## src/rtl/mux_arb_n_if.sv

```systemverilog
// Streaming bus for mux_arb_n: N input channels, force-select control and one output channel.
// The master modport is the producer/consumer side; the slave modport is the multiplexer.
interface mux_arb_n_if #(
  parameter int WIDTH = 16,
  parameter int N     = 4
);
  localparam int SELW = $clog2(N);

  logic [N-1:0]       in_valid;
  logic [N-1:0]       in_ready;
  logic [N*WIDTH-1:0] in_data;
  logic               force_en;
  logic [SELW-1:0]    force_sel;
  logic               out_valid;
  logic               out_ready;
  logic [WIDTH-1:0]   out_data;
  logic [SELW-1:0]    out_sel;

  modport master (
    output in_valid, in_data, force_en, force_sel, out_ready,
    input  in_ready, out_valid, out_data, out_sel
  );

  modport slave (
    input  in_valid, in_data, force_en, force_sel, out_ready,
    output in_ready, out_valid, out_data, out_sel
  );
endinterface

```

## src/rtl/mux_arb_n.sv

```systemverilog
// N-channel valid/ready multiplexer with one output register stage and forced-select override.
// Arbitration is fixed priority (lowest index) by default; define MUX_ARB_RR_EN for round-robin.
module mux_arb_n #(
  parameter int WIDTH = 16,
  parameter int N     = 4
) (
  input  logic         clk,
  input  logic         reset,
  mux_arb_n_if.slave   bus
);
  localparam int SELW = $clog2(N);

  logic              load;
  logic              xfer;
  logic [N-1:0]      fgrant;
  logic [N-1:0]      agrant;
  logic [N-1:0]      grant;
  logic [N-1:0]      rdy;
  logic [SELW-1:0]   aidx;
  logic [SELW-1:0]   gidx;

  logic              out_valid_q;
  logic [WIDTH-1:0]  out_data_q;
  logic [SELW-1:0]   out_sel_q;

  assign load = ~out_valid_q | bus.out_ready;

  // Forced grant: out-of-range indices grant nothing.
  always_comb begin
    fgrant = '0;
    if (32'(bus.force_sel) < N) begin
      fgrant[bus.force_sel] = bus.in_valid[bus.force_sel];
    end
  end

`ifdef MUX_ARB_RR_EN
  logic [SELW-1:0] rr_ptr;

  // Search begins at rr_ptr and wraps from N-1 back to 0.
  always_comb begin
    logic            found;
    logic [SELW-1:0] idx;
    int unsigned     c;
    agrant = '0;
    aidx   = '0;
    found  = 1'b0;
    idx    = '0;
    c      = 0;
    for (int unsigned k = 0; k < N; k++) begin
      c = 32'(rr_ptr) + k;
      if (c >= N) begin
        c = c - N;
      end
      idx = c[SELW-1:0];
      if (!found && bus.in_valid[idx]) begin
        found       = 1'b1;
        aidx        = idx;
        agrant[idx] = 1'b1;
      end
    end
  end
`else
  always_comb begin
    logic            found;
    logic [SELW-1:0] idx;
    agrant = '0;
    aidx   = '0;
    found  = 1'b0;
    idx    = '0;
    for (int unsigned k = 0; k < N; k++) begin
      idx = SELW'(k);
      if (!found && bus.in_valid[idx]) begin
        found       = 1'b1;
        aidx        = idx;
        agrant[idx] = 1'b1;
      end
    end
  end
`endif

  always_comb begin
    grant = bus.force_en ? fgrant : agrant;
    gidx  = bus.force_en ? bus.force_sel : aidx;
  end

  // Reset blocks acceptance so no word is consumed while the register is being cleared.
  assign rdy  = grant & {N{load & ~reset}};
  assign xfer = |rdy;

  always_ff @(posedge clk) begin
    if (reset) begin
      out_valid_q <= 1'b0;
      out_data_q  <= '0;
      out_sel_q   <= '0;
    end else if (xfer) begin
      out_valid_q <= 1'b1;
      out_data_q  <= bus.in_data[int'(gidx)*WIDTH +: WIDTH];
      out_sel_q   <= gidx;
    end else if (bus.out_ready) begin
      out_valid_q <= 1'b0;
    end
  end

`ifdef MUX_ARB_RR_EN
  // Only arbitrated transfers advance the pointer; forced ones leave it alone.
  always_ff @(posedge clk) begin
    if (reset) begin
      rr_ptr <= '0;
    end else if (xfer && !bus.force_en) begin
      rr_ptr <= (gidx == SELW'(N - 1)) ? '0 : gidx + SELW'(1);
    end
  end
`endif

  assign bus.in_ready  = rdy;
  assign bus.out_valid = out_valid_q;
  assign bus.out_data  = out_data_q;
  assign bus.out_sel   = out_sel_q;
endmodule
```

## src/flat_wrapper.sv

```systemverilog
// flat-port wrapper written by rule: the top's interface ports become plain ports
module mux_arb_n_flat 
#(
  parameter int WIDTH = 16,
  parameter int N     = 4
)
  (clk, reset, bus_in_valid, bus_in_data, bus_force_en, bus_force_sel, bus_out_ready, bus_in_ready, bus_out_valid, bus_out_data, bus_out_sel);
  mux_arb_n_if #(.WIDTH(WIDTH), .N(N)) bus_i ();
  input  logic clk;
  input  logic reset;
  input wire logic [$bits(bus_i.in_valid)-1:0] bus_in_valid;
  input wire logic [$bits(bus_i.in_data)-1:0] bus_in_data;
  input wire logic [$bits(bus_i.force_en)-1:0] bus_force_en;
  input wire logic [$bits(bus_i.force_sel)-1:0] bus_force_sel;
  input wire logic [$bits(bus_i.out_ready)-1:0] bus_out_ready;
  output wire logic [$bits(bus_i.in_ready)-1:0] bus_in_ready;
  output wire logic [$bits(bus_i.out_valid)-1:0] bus_out_valid;
  output wire logic [$bits(bus_i.out_data)-1:0] bus_out_data;
  output wire logic [$bits(bus_i.out_sel)-1:0] bus_out_sel;
  assign bus_i.in_valid = bus_in_valid;
  assign bus_i.in_data = bus_in_data;
  assign bus_i.force_en = bus_force_en;
  assign bus_i.force_sel = bus_force_sel;
  assign bus_i.out_ready = bus_out_ready;
  assign bus_in_ready = bus_i.in_ready;
  assign bus_out_valid = bus_i.out_valid;
  assign bus_out_data = bus_i.out_data;
  assign bus_out_sel = bus_i.out_sel;
  mux_arb_n #(.WIDTH(WIDTH), .N(N)) u_core (.clk(clk), .reset(reset), .bus(bus_i));
endmodule
```

## config.mk

```make
export PLATFORM = sky130hd
export DESIGN_NAME = mux_arb_n_flat
export DESIGN_NICKNAME = d
export VERILOG_FILES = /design/src/rtl/mux_arb_n_if.sv /design/src/rtl/mux_arb_n.sv /design/src/flat_wrapper.sv
export SDC_FILE = /design/constraint.sdc
export NUM_CORES = 1
export LEC_CHECK = 0
export CAP_MARGIN = 30
export CORE_UTILIZATION = 35
export CTS_BUF_LIST = sky130_fd_sc_hd__clkbuf_4 sky130_fd_sc_hd__clkbuf_8 sky130_fd_sc_hd__clkbuf_16
export CTS_CLUSTER_SIZE = 40
export DETAILED_ROUTE_END_ITERATION = 8
export PLACE_DENSITY = 0.8
export SYNTH_ARGS = -nofsm -noshare
export SYNTH_HDL_FRONTEND = slang
export SYNTH_SLANG_ARGS = --single-unit
```

## constraint.sdc

```tcl
create_clock -name clk -period 2.7 [get_ports clk]
set_clock_uncertainty 0.1 [all_clocks]
set_input_delay 0.405 -clock clk [delete_from_list [all_inputs] [get_ports clk]]
set_output_delay 0.405 -clock clk [all_outputs]
set_load 0.03 [all_outputs]
```

==> results.yml, run 1 <==
synth:
  synth-compound-area-share_pct: 25.00
  syn-cell-area_um2: 1341
  synth_xor_area_share_pct: 0
  ys_types: 26
  synthMuxAreaShare_pct: 12.69
  syn-mean-instance-area_um2: 8.032
  synthAdderAreaFrac_pct: 0
  ys_seq_area_share_pct: 28.36
  synth_top_family_by_area: "simple AND/OR/NAND/NOR gates"
  synth_cells: 167
  ys_ff_latch: 19
  synth-simple-area-share_pct: 26.03
  yosys_warnings: 0
  syn_nets: 241
global_route:
  track_usage_pct: 20.94
  antenna_found_initial: 0
  grt_pass1_vias: 1581
  grt_overflow: 0
  grt_start_max_net_pins: 22
  grt_pass1_wl_um: 6824
outcome:
  status: "completed"
clock_network:
  clk_latency_ns: 0.25
  clock_path_buffers: 2
  cts_resized: 0
  tritoncts: "built"
  cts_root_buffer: "clkbuf_8"
  cts_setup_buffers: 0
  clkTransAtPathRegs_ns: 0.07
  cts_buffers: 3
  htreeDepth: 1
  ctsHoldBuffers: 0
  numClockSinks: 19
setup_path:
  slowest_delay_ns: 0.48
  crit_fanout: 5
  r2r-start: "u_core.bus.out_valid"
  worstRegToRegCells: 6
  crit_path_end: "bus_in_ready[2]"
  crit_required_ns: 2.19
  crit_chain: "clkdlybuf4s50_1 > or3_1 > a21bo_2 > nor2_1 > buf_4"
  ff2ff_setup_slack_ns: 1.21
  slowest_stage: "or3_1"
  startpoint: "bus_in_valid[1]"
  crit_type: "input port to primary output"
  r2r-end: "u_core.bus.out_data[8]"
  crit_path_end_kind: "primary output"
  cp.arrival_ns: 1.90
  crit_path_start_kind: "input port"
cells_and_area:
  area_delta_synth_final_pct: 78.36
  nNetsFinal: 335
  drive_above_1_share_pct: 7.308
  n_antenna_cell: 0
floorplanning:
  start_util_pct: 36.64
  core-area_um2: 3661
  die_w_um: 63.91
  die_area_um2: 4084
  rows: 22
  io_pins: 97
  dieHeight_um: 63.91
power:
  peakVddDrop_uv: 222.9
  p_leak_uw: 0.0009749
  p_total_uw: 993.6
  p_per_area_nw_per_um2: 415.3
placed_design:
  port_buffers: 96
  gp_congestion: 0.8267
  hpwl_um: 3170
sta:
  timing.final.crit_share_pct: 89.17
  slew_headroom_pct: 58.86
  finalSetupTns_ns: 0
  finalHoldViolations: 0
  min_period_ns: 2.407
  tightest_slew_ns: 0.6171
  drv_slew: 0
  rsz0062_at_grt: "false"
  max_freq_mhz: 415.4
  final-setup-viol-count: 0
drt:
  drtIter0Drc: 94
  avgRoutedWirePerCell_um: 13.33
  firstDrtPassIters: 4
  drc_errors: 0
  vias: 1602
  via_per_inst: 5.201
  routed_wl_um: 4106
  ant_nets: 0
flow_run:
  drv_cap: 0
worst_hold_path:
  min_path_type: "flip-flop to flip-flop"
  min_from: "u_core.bus.out_data[0]"
## cell usage after synthesis (all sizes together)
cell | count | area share (%)
mux2i | 17 | 13
dfxtp | 19 | 28
nor2b | 3 | 1.4
o21ai | 4 | 2.3
nand2 | 36 | 10
a21oi | 18 | 6.7
nand3 | 1 | 0.37
clkbuf | 8 | 2.2
and3 | 1 | 0.47
nand3b | 17 | 9.5
nor3 | 1 | 0.37
a211oi | 1 | 0.56
o21a | 1 | 0.56
or3 | 1 | 0.47
a221oi | 1 | 0.65
a41o | 1 | 0.75
a221o | 16 | 12
nand2b | 3 | 1.4
a21bo | 2 | 1.5
nor2 | 7 | 2.0
inv | 2 | 0.56
buf | 7 | 5.1
## where the power goes
| part | internal (uW) | switching, uW | total (uW) |
|---|---|---|---|
| Sequential | 318 | 19.7 | 338 |
| Clock | 115 | 90.4 | 205 |
| Combinational | 236 | 215 | 451 |
| Total | 669 | 325 | 994 |
## routing by layer
| layer | vias to the layer above | routed length (um) | global-route usage, % |
|---|---|---|---|
| met5 | - | 0 | 0 |
| met4 | 0 | 22 | 2.841 |
| li1 | 790 | - | - |
| met2 | 78 | 1936 | 37.90 |
| met1 | 730 | 1725 | 24.16 |
| met3 | 4 | 422 | 6.964 |
## per-stage QoR
stage | std cells | hold slack, ns | util, % | worst slack [ns] | instance area [um^2]
2_1_floorplan | 167 | 0.5001 | - | 0.6263 | 1341
3_3_place_gp | 304 | 0.3608 | 64.01 | 0.2403 | 2344
3_5_place_dp | 304 | 0.3598 | 64.01 | 0.1961 | 2344
4_1_cts | 308 | 0.3742 | 65.35 | 0.3174 | 2392
5_1_grt | 308 | 0.4024 | 65.35 | 0.2176 | 2392
6_report | 308 | 0.3731 | 65.35 | 0.2925 | 2392
## critical path, delay by kind of cell
| kind | cells | cell delay, ns |
|---|---|---|
| buf+inv | 2 | 0.64 |
| compound gates | 1 | 0.25 |
| simple gates | 2 | 0.60 |
## layout by cell type (no fill, tap or decap), types with 7 or more instances in the layout
| cell type | count |
|---|---|
| clkdlybuf4s50_1 | 92 |
| nand2_1 | 36 |
| dfxtp_1 | 19 |
| a21oi_1 | 18 |
| nand3b_1 | 17 |
| mux2i_1 | 17 |
| a221o_1 | 16 |
| buf_4 | 11 |
| nor2_1 | 7 |
## worst min-delay path by stage
| stage | cells after the start | slack (ns) | endpoint |
|---|---|---|---|
| 2_1_floorplan | 2 | 0.50 | u_core.bus.out_data[1] |
| 3_3_place_gp | 2 | 0.36 | u_core.bus.out_data[5] |
| 3_5_place_dp | 2 | 0.36 | u_core.bus.out_data[0] |
| 4_1_cts | 2 | 0.37 | u_core.bus.out_data[0] |
| 5_1_grt | 2 | 0.40 | u_core.bus.out_data[6] |
| 6_report | 2 | 0.37 | u_core.bus.out_data[0] |
## cell families (layout without fill, tap and decap cells)
logic type,Yosys count,after routing
AND/OR/NAND/NOR,70,70
AO/OA/AOI/OAI,44,44
flip-flops,19,19
multiplexers,17,17
buffers and inverters,17,110
## flip-flops by register name, summed over array words and instances, names as in the netlist
signal / count
u_core.bus.out_data: 16
u_core.bus.out_sel: 2
u_core.bus.out_valid: 1
## final cells by class
| class | count | area (um^2) |
|---|---|---|
| Fill cell | 340 | 1269 |
| Tap cell | 48 | 60.06 |
| Inverter | 2 | 7.507 |
| Sequential cell | 19 | 380.4 |
| Timing Repair Buffer | 104 | 1023 |
| Multi-Input combinational cell | 131 | 872.1 |
| Clock buffer | 4 | 48.80 |
Power figures use the tool's default switching activity.
==> inputs of run 2 (changes only) <==
--- a/config.mk
+++ b/config.mk
@@ -5,7 +5,9 @@
 export SDC_FILE = /design/constraint.sdc
 export NUM_CORES = 1
 export LEC_CHECK = 0
+export ABC_CLOCK_PERIOD_IN_PS = 2700
 export CAP_MARGIN = 30
+export CORE_MARGIN = 5
 export CORE_UTILIZATION = 35
 export CTS_BUF_LIST = sky130_fd_sc_hd__clkbuf_4 sky130_fd_sc_hd__clkbuf_8 sky130_fd_sc_hd__clkbuf_16
 export CTS_CLUSTER_SIZE = 40
==> run 2 against run 1 <==
Compared with the run above:
- register-to-register slack improved by 0.02 ns
- highest routed layer unchanged
- clock power about the same
- count of clock-buffer cells in the layout did not move
- sequential cell count did not move
- first-iteration DRC count grew 6.4%
- sequential power about the same
==> results.yml, run 2 (same netlist as run 1, synthesis figures left out) <==
outcome:
  status: "completed"
placed_design:
  gp_congestion: 0.8917
  port_buffers: 96
  post_dp_cell_area_um2: 2349
  place_ws_ns: 0.1976
  hpwl_um: 3559
clock_network:
  htreeDepth: 1
  cts_setup_buffers: 0
  clkTransAtPathRegs_ns: 0.07
  cts_root_buffer: "clkbuf_8"
  tritoncts: "built"
  clock_path_buffers: 2
  cts_resized: 0
  clk_latency_ns: 0.25
  cts_buffers: 3
  numClockSinks: 19
  ctsHoldBuffers: 0
flow_run:
  drv_cap: 0
worst_hold_path:
  min_path_type: "flip-flop to flip-flop"
  min_path_cells: 2
  min_from: "u_core.bus.out_data[6]"
setup_path:
  worstRegToRegCells: 6
  crit_path_start_kind: "input port"
  cp.arrival_ns: 1.85
  crit_required_ns: 2.19
  startpoint: "bus_in_valid[1]"
  r2r-start: "u_core.bus.out_valid"
  slowest_stage: "or3_1"
  crit_path_end_kind: "primary output"
  slowest_delay_ns: 0.47
  crit_chain: "clkdlybuf4s50_1 > or3_1 > a21bo_2 > nor2_1 > buf_4"
  crit_type: "input port to primary output"
  crit_fanout: 5
sta:
  max_freq_mhz: 424.8
  rsz0062_at_grt: "false"
  timing.final.crit_share_pct: 87.18
  whs_ns: 0.3733
  slew_headroom_pct: 59.25
  final-setup-viol-count: 0
  setup_ws_ns: 0.3462
  min_period_ns: 2.354
  finalHoldViolations: 0
  finalSetupTns_ns: 0
  tightest_slew_ns: 0.6112
  drv_slew: 0
drt:
  dr.max_layer_used: "met4"
  ant_nets: 0
  avgRoutedWirePerCell_um: 14.63
  routed_wl_um: 4490
  wl_met2_um: 1965
  wl_met1_um: 1720
  wl_met3_um: 738
  via_per_inst: 5.173
  drc_errors: 0
  firstDrtPassIters: 4
  vias: 1588
  drtIter0Drc: 100
global_route:
  track_usage_pct: 17.46
  grt_pass1_vias: 1587
  grt_overflow: 0
  grt_start_max_net_pins: 34
  antenna_found_initial: 0
  grt_pass1_wl_um: 7293
power:
  p_leak_uw: 0.0009745
  peakVddDrop_uv: 246.4
  p_per_area_nw_per_um2: 415.2
floorplanning:
  die_w_um: 71.91
  dieHeight_um: 71.91
  rows: 22
  start_util_pct: 36.36
  io_pins: 97
  core-area_um2: 3689
  die_area_um2: 5170
cells_and_area:
  largest_reg_flops: 16
  drive_above_1_share_pct: 6.950
  area_delta_synth_final_pct: 78.73
  final_common_cell: "clkdlybuf4s50_1"
  fin_area_um2: 2397
  final_cell_mix: "clkdlybuf4s50_1, nand2_1, dfxtp_1, a21oi_1"
  n_antenna_cell: 0
  nNetsFinal: 334
==> run 2: cell types whose count changed in the layout (fill, tap and decap cells not counted) <==
cell	change
buf_12	+1
buf_4	-2
==> run 2: cell type report <==
type / instances / area (um^2)
fillers: 344 / 1291
repair buffers: 103 / 1028
multi-input cells: 131 / 872.1
flip-flops and latches: 19 / 380.4
well taps: 48 / 60.06
clock buffers: 4 / 48.80
inverters: 2 / 7.507
==> run 2: final timing paths <==
kind                                                to  slack (ns)
worst max-delay path                   bus_in_ready[2]        0.35
worst min-delay path            u_core.bus.out_data[6]        0.37
worst max register to register  u_core.bus.out_data[9]        1.23
worst min register to register  u_core.bus.out_data[6]        0.37
==> run 2: critical path, delay by kind of cell <==
family / cells / cell delay [ns]
and+or+nand+nor: 2 / 0.57
AOI/OAI and AO/OA: 1 / 0.25
buffers and inverters: 2 / 0.63
==> run 2: through the flow <==
stage | utilization (%) | instances | power, uW
5_1_grt | 64.99 | 307 | 1055
3_3_place_gp | 63.67 | 303 | 795.6
3_5_place_dp | 63.67 | 303 | 799.4
6_report | 64.99 | 307 | 995.4
2_1_floorplan | - | 167 | 574.9
4_1_cts | 64.99 | 307 | 1012
==> run 2: report_power, final <==
group	switching (uW)	internal, uW
sequential	18.6	318
combinational	216	238
clock	90.1	115
total	325	671
==> run 2: per-layer routing <==
metal / vias up / track usage, %
met5: - / 0
met4: 0 / 5.428
met3: 6 / 8.310
met2: 80 / 27.35
met1: 708 / 21.16
li1: 794 / -
